File: src/rtl/kpad_pkg.sv
// rtl/kpad_pkg.sv - shared types and constants for the 4x4 keypad scanner
package kpad_pkg;

  typedef enum logic [1:0] {
    ST_SCAN     = 2'd0,
    ST_DEBOUNCE = 2'd1,
    ST_HELD     = 2'd2,
    ST_RELEASE  = 2'd3
  } state_t;

  // Rows are active low and pulled up, so no key down reads as all ones.
  localparam logic [3:0] ROW_IDLE = 4'hF;

  // Hex code per key, indexed by {column, row}; column 0 is leftmost, row 0 is top.
  localparam logic [15:0][3:0] KEY_MAP = {
    4'hD, 4'hC, 4'hB, 4'hA,   // column 3, rows 3..0
    4'hE, 4'h9, 4'h6, 4'h3,   // column 2
    4'hF, 4'h8, 4'h5, 4'h2,   // column 1
    4'h0, 4'h7, 4'h4, 4'h1    // column 0
  };

  // Index of the lowest-numbered low row; the top row wins when several keys share a column.
  function automatic logic [1:0] lowest_low(input logic [3:0] rows);
    logic [1:0] idx;
    if (!rows[0])      idx = 2'd0;
    else if (!rows[1]) idx = 2'd1;
    else if (!rows[2]) idx = 2'd2;
    else               idx = 2'd3;
    return idx;
  endfunction

endpackage

File: src/rtl/sync2.sv
// rtl/sync2.sv - two-flop synchronizer with configurable width and reset value
module sync2 #(
  parameter int             W       = 1,
  parameter logic [W-1:0]   RST_VAL = '0
) (
  input  logic         i_clk,
  input  logic         i_rst,
  input  logic [W-1:0] i_d,
  output logic [W-1:0] o_q
);

  logic [W-1:0] r_meta;
  logic [W-1:0] r_sync;

  // Two back-to-back flops to resolve metastability on the asynchronous input.
  always_ff @(posedge i_clk or posedge i_rst) begin
    if (i_rst) begin
      r_meta <= RST_VAL;
      r_sync <= RST_VAL;
    end else begin
      r_meta <= i_d;
      r_sync <= r_meta;
    end
  end

  assign o_q = r_sync;

endmodule

File: src/rtl/kpad_scan.sv
// rtl/kpad_scan.sv - 4x4 keypad column scanner with debounce; entry register under KPAD_ENTRY_EN
module kpad_scan #(
  parameter int N  = 16,
  parameter int DB = 16
) (
  input  logic        clk,
  input  logic        rst,
  input  logic [3:0]  row,
  output logic [3:0]  col,
  input  logic        clr,
  output logic [3:0]  key,
  output logic        key_valid,
  output logic        pressed,
  output logic [15:0] value
);

  import kpad_pkg::*;

  localparam logic [N-1:0]  DWELL_MAX = '1;
  localparam logic [DB-1:0] DB_MAX    = '1;

  logic [3:0]    w_row_s;

  state_t        r_state,     w_state_nxt;
  logic [1:0]    r_c,         w_c_nxt;
  logic [N-1:0]  r_dwell,     w_dwell_nxt;
  logic [DB-1:0] r_db,        w_db_nxt;
  logic [3:0]    r_pat,       w_pat_nxt;
  logic [1:0]    r_r,         w_r_nxt;
  logic [3:0]    r_key,       w_key_nxt;
  logic          r_key_valid, w_key_valid_nxt;
  logic          r_pressed,   w_pressed_nxt;

  sync2 #(
    .W       (4),
    .RST_VAL (ROW_IDLE)
  ) u_row_sync (
    .i_clk (clk),
    .i_rst (rst),
    .i_d   (row),
    .o_q   (w_row_s)
  );

  // State and datapath registers; reset drops any key in progress.
  always_ff @(posedge clk or posedge rst) begin
    if (rst) begin
      r_state     <= ST_SCAN;
      r_c         <= 2'd0;
      r_dwell     <= '0;
      r_db        <= '0;
      r_pat       <= ROW_IDLE;
      r_r         <= 2'd0;
      r_key       <= 4'h0;
      r_key_valid <= 1'b0;
      r_pressed   <= 1'b0;
    end else begin
      r_state     <= w_state_nxt;
      r_c         <= w_c_nxt;
      r_dwell     <= w_dwell_nxt;
      r_db        <= w_db_nxt;
      r_pat       <= w_pat_nxt;
      r_r         <= w_r_nxt;
      r_key       <= w_key_nxt;
      r_key_valid <= w_key_valid_nxt;
      r_pressed   <= w_pressed_nxt;
    end
  end

  // Next-state logic: scan columns, debounce a press, wait for a clean release.
  always_comb begin
    w_state_nxt     = r_state;
    w_c_nxt         = r_c;
    w_dwell_nxt     = r_dwell;
    w_db_nxt        = r_db;
    w_pat_nxt       = r_pat;
    w_r_nxt         = r_r;
    w_key_nxt       = r_key;
    w_key_valid_nxt = 1'b0;
    w_pressed_nxt   = r_pressed;

    case (r_state)
      ST_SCAN: begin
        if (r_dwell == DWELL_MAX) begin
          w_dwell_nxt = '0;
          w_db_nxt    = '0;
          if (w_row_s != ROW_IDLE) begin
            w_pat_nxt   = w_row_s;
            w_r_nxt     = lowest_low(w_row_s);
            w_state_nxt = ST_DEBOUNCE;
          end else begin
            w_c_nxt = r_c + 2'd1;
          end
        end else begin
          w_dwell_nxt = r_dwell + 1'b1;
        end
      end

      ST_DEBOUNCE: begin
        if (w_row_s == r_pat) begin
          // Counter holds matches so far; this clock is match r_db+1.
          if (r_db == DB_MAX) begin
            w_key_nxt       = KEY_MAP[{r_c, r_r}];
            w_key_valid_nxt = 1'b1;
            w_pressed_nxt   = 1'b1;
            w_db_nxt        = '0;
            w_state_nxt     = ST_HELD;
          end else begin
            w_db_nxt = r_db + 1'b1;
          end
        end else begin
          w_state_nxt = ST_SCAN;
          w_c_nxt     = r_c + 2'd1;
          w_dwell_nxt = '0;
          w_db_nxt    = '0;
        end
      end

      ST_HELD: begin
        if (w_row_s == ROW_IDLE) begin
          w_db_nxt    = '0;
          w_state_nxt = ST_RELEASE;
        end
      end

      ST_RELEASE: begin
        if (w_row_s == ROW_IDLE) begin
          if (r_db == DB_MAX) begin
            w_pressed_nxt = 1'b0;
            w_state_nxt   = ST_SCAN;
            w_c_nxt       = r_c + 2'd1;
            w_dwell_nxt   = '0;
            w_db_nxt      = '0;
          end else begin
            w_db_nxt = r_db + 1'b1;
          end
        end else begin
          w_db_nxt = '0;
        end
      end

      default: begin
        w_state_nxt = ST_SCAN;
      end
    endcase
  end

  assign col       = ~(4'b0001 << r_c);
  assign key       = r_key;
  assign key_valid = r_key_valid;
  assign pressed   = r_pressed;

`ifdef KPAD_ENTRY_EN
  logic [15:0] r_value;

  // Entry register: shift in each accepted key, clear has priority.
  always_ff @(posedge clk or posedge rst) begin
    if (rst) begin
      r_value <= 16'h0000;
    end else if (clr) begin
      r_value <= 16'h0000;
    end else if (r_key_valid) begin
      r_value <= {r_value[11:0], r_key};
    end
  end

  assign value = r_value;
`else
  logic w_unused_clr;
  assign w_unused_clr = clr;
  assign value        = 16'h0000;
`endif

endmodule

File: config.mk
export PLATFORM = sky130hd
export DESIGN_NAME = kpad_scan
export DESIGN_NICKNAME = d
export VERILOG_FILES = /design/src/rtl/kpad_pkg.sv /design/src/rtl/sync2.sv /design/src/rtl/kpad_scan.sv
export SDC_FILE = /design/constraint.sdc
export NUM_CORES = 1
export LEC_CHECK = 0
export CAP_MARGIN = 0
export CORE_MARGIN = 2
export CORE_UTILIZATION = 63
export DETAILED_ROUTE_END_ITERATION = 16
export DONT_BUFFER_PORTS = 1
export PLACE_DENSITY = 0.85
export SLEW_MARGIN = 20
export SYNTH_ARGS = -nofsm -noshare
export SYNTH_HDL_FRONTEND = slang
export SYNTH_SLANG_ARGS = --single-unit
File: constraint.sdc
create_clock -name clk -period 2.8 [get_ports clk]
set_input_delay 0.56 -clock clk [delete_from_list [all_inputs] [get_ports clk]]
set_output_delay 0.56 -clock clk [all_outputs]
set_load 0.005 [all_outputs]
==> reports/results.tsv, run 1 <==
stage	metric	value	unit
power	Lkg Pwr	1.42	nW
layout	layout cells sized above 1	15.5	%
timing	normalized max-slew margin	53.5	%
synthesis	ys async rst share	100	%
route	routed wire length	6650	um
power	Comb power frac	2.0	%
synthesis	Synth Area in Simple Gates	19.5	%
synthesis	Yosys cell types	53	
placed_design	post-DP HPWL	4530	um
timing	crit path time final	2.50	ns
route	DRT antenna net count	0	
worst_setup_path	RR Endpoint	r_c[1]	
clocking	CTS max path bufs	2	
synthesis	Syn Area/Cell	9.68	sq um
route	Pre-Repair DR Iteration Count	5	
clocking	# Post-CTS Setup Buffers	0	
worst_setup_path	Startpoint Class	flop	
synthesis	Cells after Synth	338	
synthesis	Primary FF master, synth	dfrtp_1	
route	WL/cell	16.1	um
layout	post-layout util	67.0	%
floorplanning	IO Pins	33	
power	Net Sw Frac	23.0	%
placed_design	routability cong.	0.879	
synthesis	multiplexer share of the synthesized area	6.81	%
floorplanning	Initial Util	64.5	%
worst_setup_path	RR Startpoint	r_db[0]	
timing	Clock Skew	0.0107	ns
synthesis	xor-xnor portion of the synthesized cell area	1.87	%
synthesis	number of synthesized register bits	56	
power	Net Sw Power	0.000300	W
power	P per Cell Area	383	nW/um^2
layout	Layout Cells excl Fill	412	
layout	antenna cells	0	
synthesis	Synth Area in Compound Gates	16.4	%
status	status	complete, no violations	
synthesis	post-synthesis instance area	3270	sq um
floorplanning	Die Wd	76.1	um
power	Reg power frac	63.3	%
clocking	CTS resizes	0	
worst_setup_path	Largest stage delay, worst path	0.57	ns
synthesis	main combinational cell family by area after synthesis	simple AND/OR/NAND/NOR gates	
global_routing	Tot GR Track Use	24.0	%
worst_setup_path	Crit Path Class	flop to flop	
timing	unrepaired setup endpoints after global routing	false	
min_path	min-delay worst type	primary input to flop	
clocking	CTS buffer count	5	
power	Pwr Total	0.00130	W
min_path	Hold EP	u_row_sync.r_meta[1]	
worst_setup_path	required time of the critical path	3.01	ns
worst_setup_path	cell family with most CP delay	simple AND/OR/NAND/NOR gates	
clocking	CTS clock-pin slew for the worst setup and hold paths	0.10	ns
placed_design	Cells after DPL	404	
min_path	hold wc startpoint	row[1]	
worst_setup_path	flop2flop setup slack	0.30	ns
global_routing	largest net degree at the start of global routing	57	
timing	# setup viols final	0	
global_routing	initial antenna violation count	0	
route	post-DR vias/cell	6.26	
synthesis	number of synthesized flops with an enable pin	0	
global_routing	vias in the first global route	2405	
floorplanning	core area	5070	sq um
global_routing	GRT Residual Overflow	0	
run	maxcap violations	0	
timing	Fmax	400	MHz
placed_design	I/O Buffers	0	
min_path	hold depth	0	
floorplanning	die height	76.1	um
power	VDD IR-drop max	383	uV
route	remaining design rule violation count	0	
synthesis	Synth Area in Adders	4.97	%
power	P_int	0.00100	W
worst_setup_path	Reg2Reg Depth	6	
timing	Final Hold Viols	0	
floorplanning	Die ar.	5790	sq um
worst_setup_path	CP Buf/Inv Count	0	
layout	Area Overhead vs Synth	3.94	%
clocking	CTS tree	done	
layout	final-stage net count	361	
timing	Slew Limit Fails	0	
clocking	Hold Buf Count CTS	0	
clocking	clk_lat worst skew	0.32	ns
worst_setup_path	Slowest-stage cell, CP	or4_4	
clocking	clk sink count	56	
worst_setup_path	Worst setup EP type	flop	
power	Clk pwr share	34.7	%
worst_setup_path	Worst Path Max Fanout	17	
floorplanning	row cnt	26	
timing	TNS Setup	0	ns
global_routing	first-pass GRT wire length	11400	um
synthesis	Synth warnings	0	
clocking	CTS root buf	clkbuf_8	
worst_setup_path	crit-path cells	ha_1, nand3_1, or4_4, o21a_4, or3_4, mux2_4	
timing	Least-Margin Pin Slew	0.697	ns
timing	final worst-path cycle share	89.2	%
synthesis	sequential-to-total area share from yosys stat	43.3	%
route	Vias	2581	
route	drt first-iter violations	302	
worst_setup_path	Arr. time, crit path	2.71	ns
clocking	htree depth	2	
-- cell type report --
| class | instances | area [sq um] |
|---|---|---|
| multi-input cells | 253 | 1680 |
| fillers | 381 | 1670 |
| flip-flops and latches | 56 | 1420 |
| well taps | 70 | 87.6 |
| clock buffers | 5 | 68.8 |
| inverters | 17 | 63.8 |
| repair buffers | 8 | 60.1 |
| clock inverters | 3 | 22.5 |
-- synth_stat cells (all sizes together), types with 2 or more instances --
cell / n / area share (%)
and3: 4 / 0.76
nand2b: 3 / 0.57
nor2: 20 / 2.3
a22o: 7 / 1.9
and2: 4 / 0.76
clkbuf: 9 / 1.1
a21oi: 10 / 1.6
or3: 5 / 1.1
nor3: 7 / 1.2
dfrtp: 44 / 34
inv: 17 / 2.0
xnor2: 2 / 0.54
ha: 13 / 5.0
mux2i: 5 / 1.5
o211ai: 2 / 0.46
dfstp: 12 / 9.6
buf: 18 / 4.0
and4: 4 / 1.1
nand4b: 2 / 0.54
o21a: 3 / 0.92
mux2: 13 / 4.6
o21ai: 23 / 3.5
or2: 2 / 0.38
a31oi: 2 / 0.38
nand4: 11 / 2.3
o31ai: 15 / 3.4
nand3: 22 / 3.4
xor2: 5 / 1.3
a211oi: 12 / 2.8
nor4: 4 / 0.96
nand2: 25 / 2.9
or4: 2 / 0.57
-- flip-flops by register name, indices dropped and copies added (netlist names), named ones only --
name	count
u_row_sync.r_meta	4
u_row_sync.o_q	4
r_db	16
pressed	1
r_c	2
key	4
r_r	2
r_state	1
r_dwell	16
key_valid	1
r_pat	4
-- power by group through the flow --
stage / clock, W / sequential, W / combinational (W)
final: 0.000452 / 0.000825 / 0.0000266
after global routing: 0.000496 / 0.000826 / 0.0000317
after CTS: 0.000456 / 0.000825 / 0.0000271
after detailed placement: 0 / 0.000840 / 0.0000270
after global placement: 0 / 0.000839 / 0.0000268
after floorplan: 0 / 0.000838 / 0.0000369
-- kinds of logic after synthesis --
group	count (synthesis)
xor+xnor	7
mux	19
compound gates	80
fa+ha+maj	13
other cells	1
simple gates	118
buf+inv	44
flops	56
-- through the flow --
| stage | worst slack, ns | hold WS (ns) | cell area [sq um] |
|---|---|---|---|
| after global routing | 0.240 | 0.209 | 3400 |
| after global placement | 0.407 | 0.345 | 3310 |
| after detailed placement | 0.365 | 0.349 | 3310 |
| final | 0.302 | 0.232 | 3400 |
| after CTS | 0.311 | 0.230 | 3400 |
| after floorplan | 0.556 | 0.345 | 3330 |
-- per-layer routing --
metal | GRT usage, % | share of wire [%] | vias to the layer above
li1 | - | - | 1209
met1 | 33.1 | 45 | 1269
met2 | 39.1 | 48 | 92
met3 | 3.79 | 5.2 | 11
met4 | 8.00 | 1.2 | 0
met5 | 0 | 0 | -
-- layout by cell type, fill, tap and decap left out, drive strengths merged, types with 3 or more instances in the layout --
cell type / n
dfrtp: 44
nand2: 25
o21ai: 23
nand3: 22
nor2: 20
inv: 18
conb: 16
o31ai: 15
ha: 13
mux2: 13
a211oi: 12
dfstp: 12
nand4: 11
a21oi: 10
buf: 8
a22o: 7
nor3: 7
xor2: 5
mux2i: 5
clkbuf: 5
or3: 5
and4: 4
and2: 4
and3: 4
nor4: 4
nand2b: 3
o21a: 3
-- how the worst max path moves through the flow --
stage	startpoint	to	slack (ns)	cells after the start
2_1_floorplan	r_db[0]	r_c[1]	0.56	6
5_1_grt	r_db[0]	r_c[1]	0.24	6
3_3_place_gp	r_db[0]	r_c[1]	0.41	6
3_5_place_dp	r_db[0]	r_c[1]	0.36	6
4_1_cts	r_db[0]	r_c[1]	0.31	6
6_report	r_db[0]	r_c[1]	0.30	6
Note: power is estimated with default switching activity, not from simulation.
==> run 2: changes to the inputs <==
CORE_UTILIZATION = 57   (was 63)
DONT_BUFFER_PORTS = not set   (was 1)
PLACE_DENSITY = 0.86   (was 0.85)
==> reports/results.tsv, run 2 (synthesis results as in run 1) <==
stage	metric	value	unit	change
timing	Clock Skew	0.00897	ns	-0.00173 ns
timing	Least-Margin Pin Slew	0.711	ns	+0.0145 ns
route	routed wire length	6770	um	+1.8%
route	WL/cell	15.8	um	-2.4%
layout	Area Overhead vs Synth	10.2	%	
timing	final worst-path cycle share	88.6	%	-0.59 points
global_routing	initial antenna violation count	0		unchanged
global_routing	GRT Residual Overflow	0		unchanged
layout	layout cells sized above 1	14.8	%	-0.69 points
clocking	clk sink count	56		unchanged
route	DRT antenna net count	0		unchanged
timing	Final Hold Viols	0		unchanged
run	maxcap violations	0		unchanged
layout	most common cell after layout, fill and taps aside	dfrtp_1		
clocking	CTS max path bufs	2		unchanged
layout	final instance area	3600	sq um	+6.0%
placed_design	Cells after DPL	422		+4.5%
worst_setup_path	required time of the critical path	3.01	ns	about the same
floorplanning	Die Wd	79.8	um	+4.9%
clocking	CTS resizes	0		unchanged
worst_setup_path	Crit Path Class	flop to flop		
placed_design	routability cong.	0.893		+1.7%
floorplanning	Initial Util	59.1	%	-5.4 points
clocking	CTS clock-pin slew for the worst setup and hold paths	0.09	ns	about the same
placed_design	pre-CTS setup slack	0.341	ns	-0.0236 ns
route	remaining design rule violation count	0		unchanged
placed_design	post-DP HPWL	4880	um	+7.7%
floorplanning	die height	79.8	um	+4.9%
floorplanning	core area	5540	sq um	+9.2%
route	post-DR vias/cell	6.03		-3.7%
global_routing	largest net degree at the start of global routing	39		-32%
layout	antenna cells	0		unchanged
power	Pwr Total	0.00141	W	+8.5%
placed_design	dpl cell area	3480	sq um	+5.2%
route	drt first-iter violations	231		-24%
worst_setup_path	Worst Path Max Fanout	17		unchanged
timing	unrepaired setup endpoints after global routing	false		
timing	final setup margin	0.319	ns	+0.0165 ns
clocking	# Post-CTS Setup Buffers	0		unchanged
floorplanning	IO Pins	33		unchanged
min_path	min-delay worst type	flop to flop		
global_routing	first-pass GRT wire length	11400	um	unchanged
timing	TNS Setup	0	ns	unchanged
clocking	CTS buffer count	5		unchanged
power	VDD IR-drop max	306	uV	-20%
route	Pre-Repair DR Iteration Count	5		unchanged
timing	crit path time final	2.48	ns	-0.0165 ns
clocking	htree depth	2		unchanged
timing	Fmax	403	MHz	+0.67%
timing	Slew Limit Fails	0		unchanged
layout	Layout Cells excl Fill	430		+4.4%
floorplanning	row cnt	27		+3.8%
power	P per Cell Area	392	nW/um^2	+2.3%
worst_setup_path	Startpoint Class	flop		
clocking	CTS root buf	clkbuf_8		
clocking	Hold Buf Count CTS	0		unchanged
power	Lkg Pwr	1.50	nW	+5.6%
placed_design	I/O Buffers	15		+15
status	status	complete, no violations		
worst_setup_path	Arr. time, crit path	2.69	ns	-0.02 ns
worst_setup_path	Worst setup EP type	flop		
timing	normalized max-slew margin	52.6	%	-0.96 points
clocking	CTS tree	done		
layout	final-stage net count	377		+4.4%
timing	# setup viols final	0		unchanged
route	Vias	2593		+0.46%
layout	top flop regs	r_db x16, r_dwell x16		
global_routing	vias in the first global route	2580		+7.3%
layout	most frequent cells in the layout	44 x dfrtp_1, 25 x nand2_1, 23 x o21ai_0		
floorplanning	Die ar.	6360	sq um	+10%
clocking	clk_lat worst skew	0.32	ns	about the same
global_routing	Tot GR Track Use	22.6	%	-1.4 points
run 2: critical path, cell delays in order (launching register included):
cell and delay, ns:
dfrtp_1 0.43, ha_1 0.25, nand3_1 0.12, or4_4 0.57
o21a_4 0.29, or3_4 0.42, mux2_4 0.30
run 2: report_power, final:
group | internal [W] | switching (W) | total, W
clock network | 0.000286 | 0.000266 | 0.000552
registers | 0.000819 | 0.00000534 | 0.000825
logic | 0.0000117 | 0.0000251 | 0.0000368
total | 0.00112 | 0.000297 | 0.00141
run 2: metrics by stage:
stage	utilization (%)	hold slack (ns)
after floorplan	-	0.345
after global placement	62.8	0.345
after detailed placement	62.8	0.347
after CTS	65.1	0.361
after global routing	65.1	0.365
final	65.1	0.360
run 2: metal layers:
metal	GRT usage (%)	vias to the layer above	routed length, um	part of all wire, %
met5	0	-	0	0
li1	-	1239	-	-
met2	37.3	69	3440	51
met3	3.96	14	231	3.4
met4	8.64	0	123	1.8
met1	29.8	1271	2980	44
run 2: worst paths after layout:
path / from / end / slack, ns / cells after the start
max: r_db[0] / r_c[1] / 0.32 / 6
min: u_row_sync.r_meta[1] / u_row_sync.o_q[1] / 0.36 / 0
max reg2reg: r_db[0] / r_c[1] / 0.32 / 6
min reg2reg: u_row_sync.r_meta[1] / u_row_sync.o_q[1] / 0.36 / 0
max in group asynchronous: rst / u_row_sync.r_meta[0] / 1.65 / 3
min in group asynchronous: rst / r_db[0] / 0.55 / 2
run 2: layout make-up:
cell class	instances	area (sq um)
inverter	17	63.8
clock buffer	8	123
fill	434	1940
multi-input combinational	253	1680
timing repair buffer	24	230
tap	72	90.1
sequential	56	1420
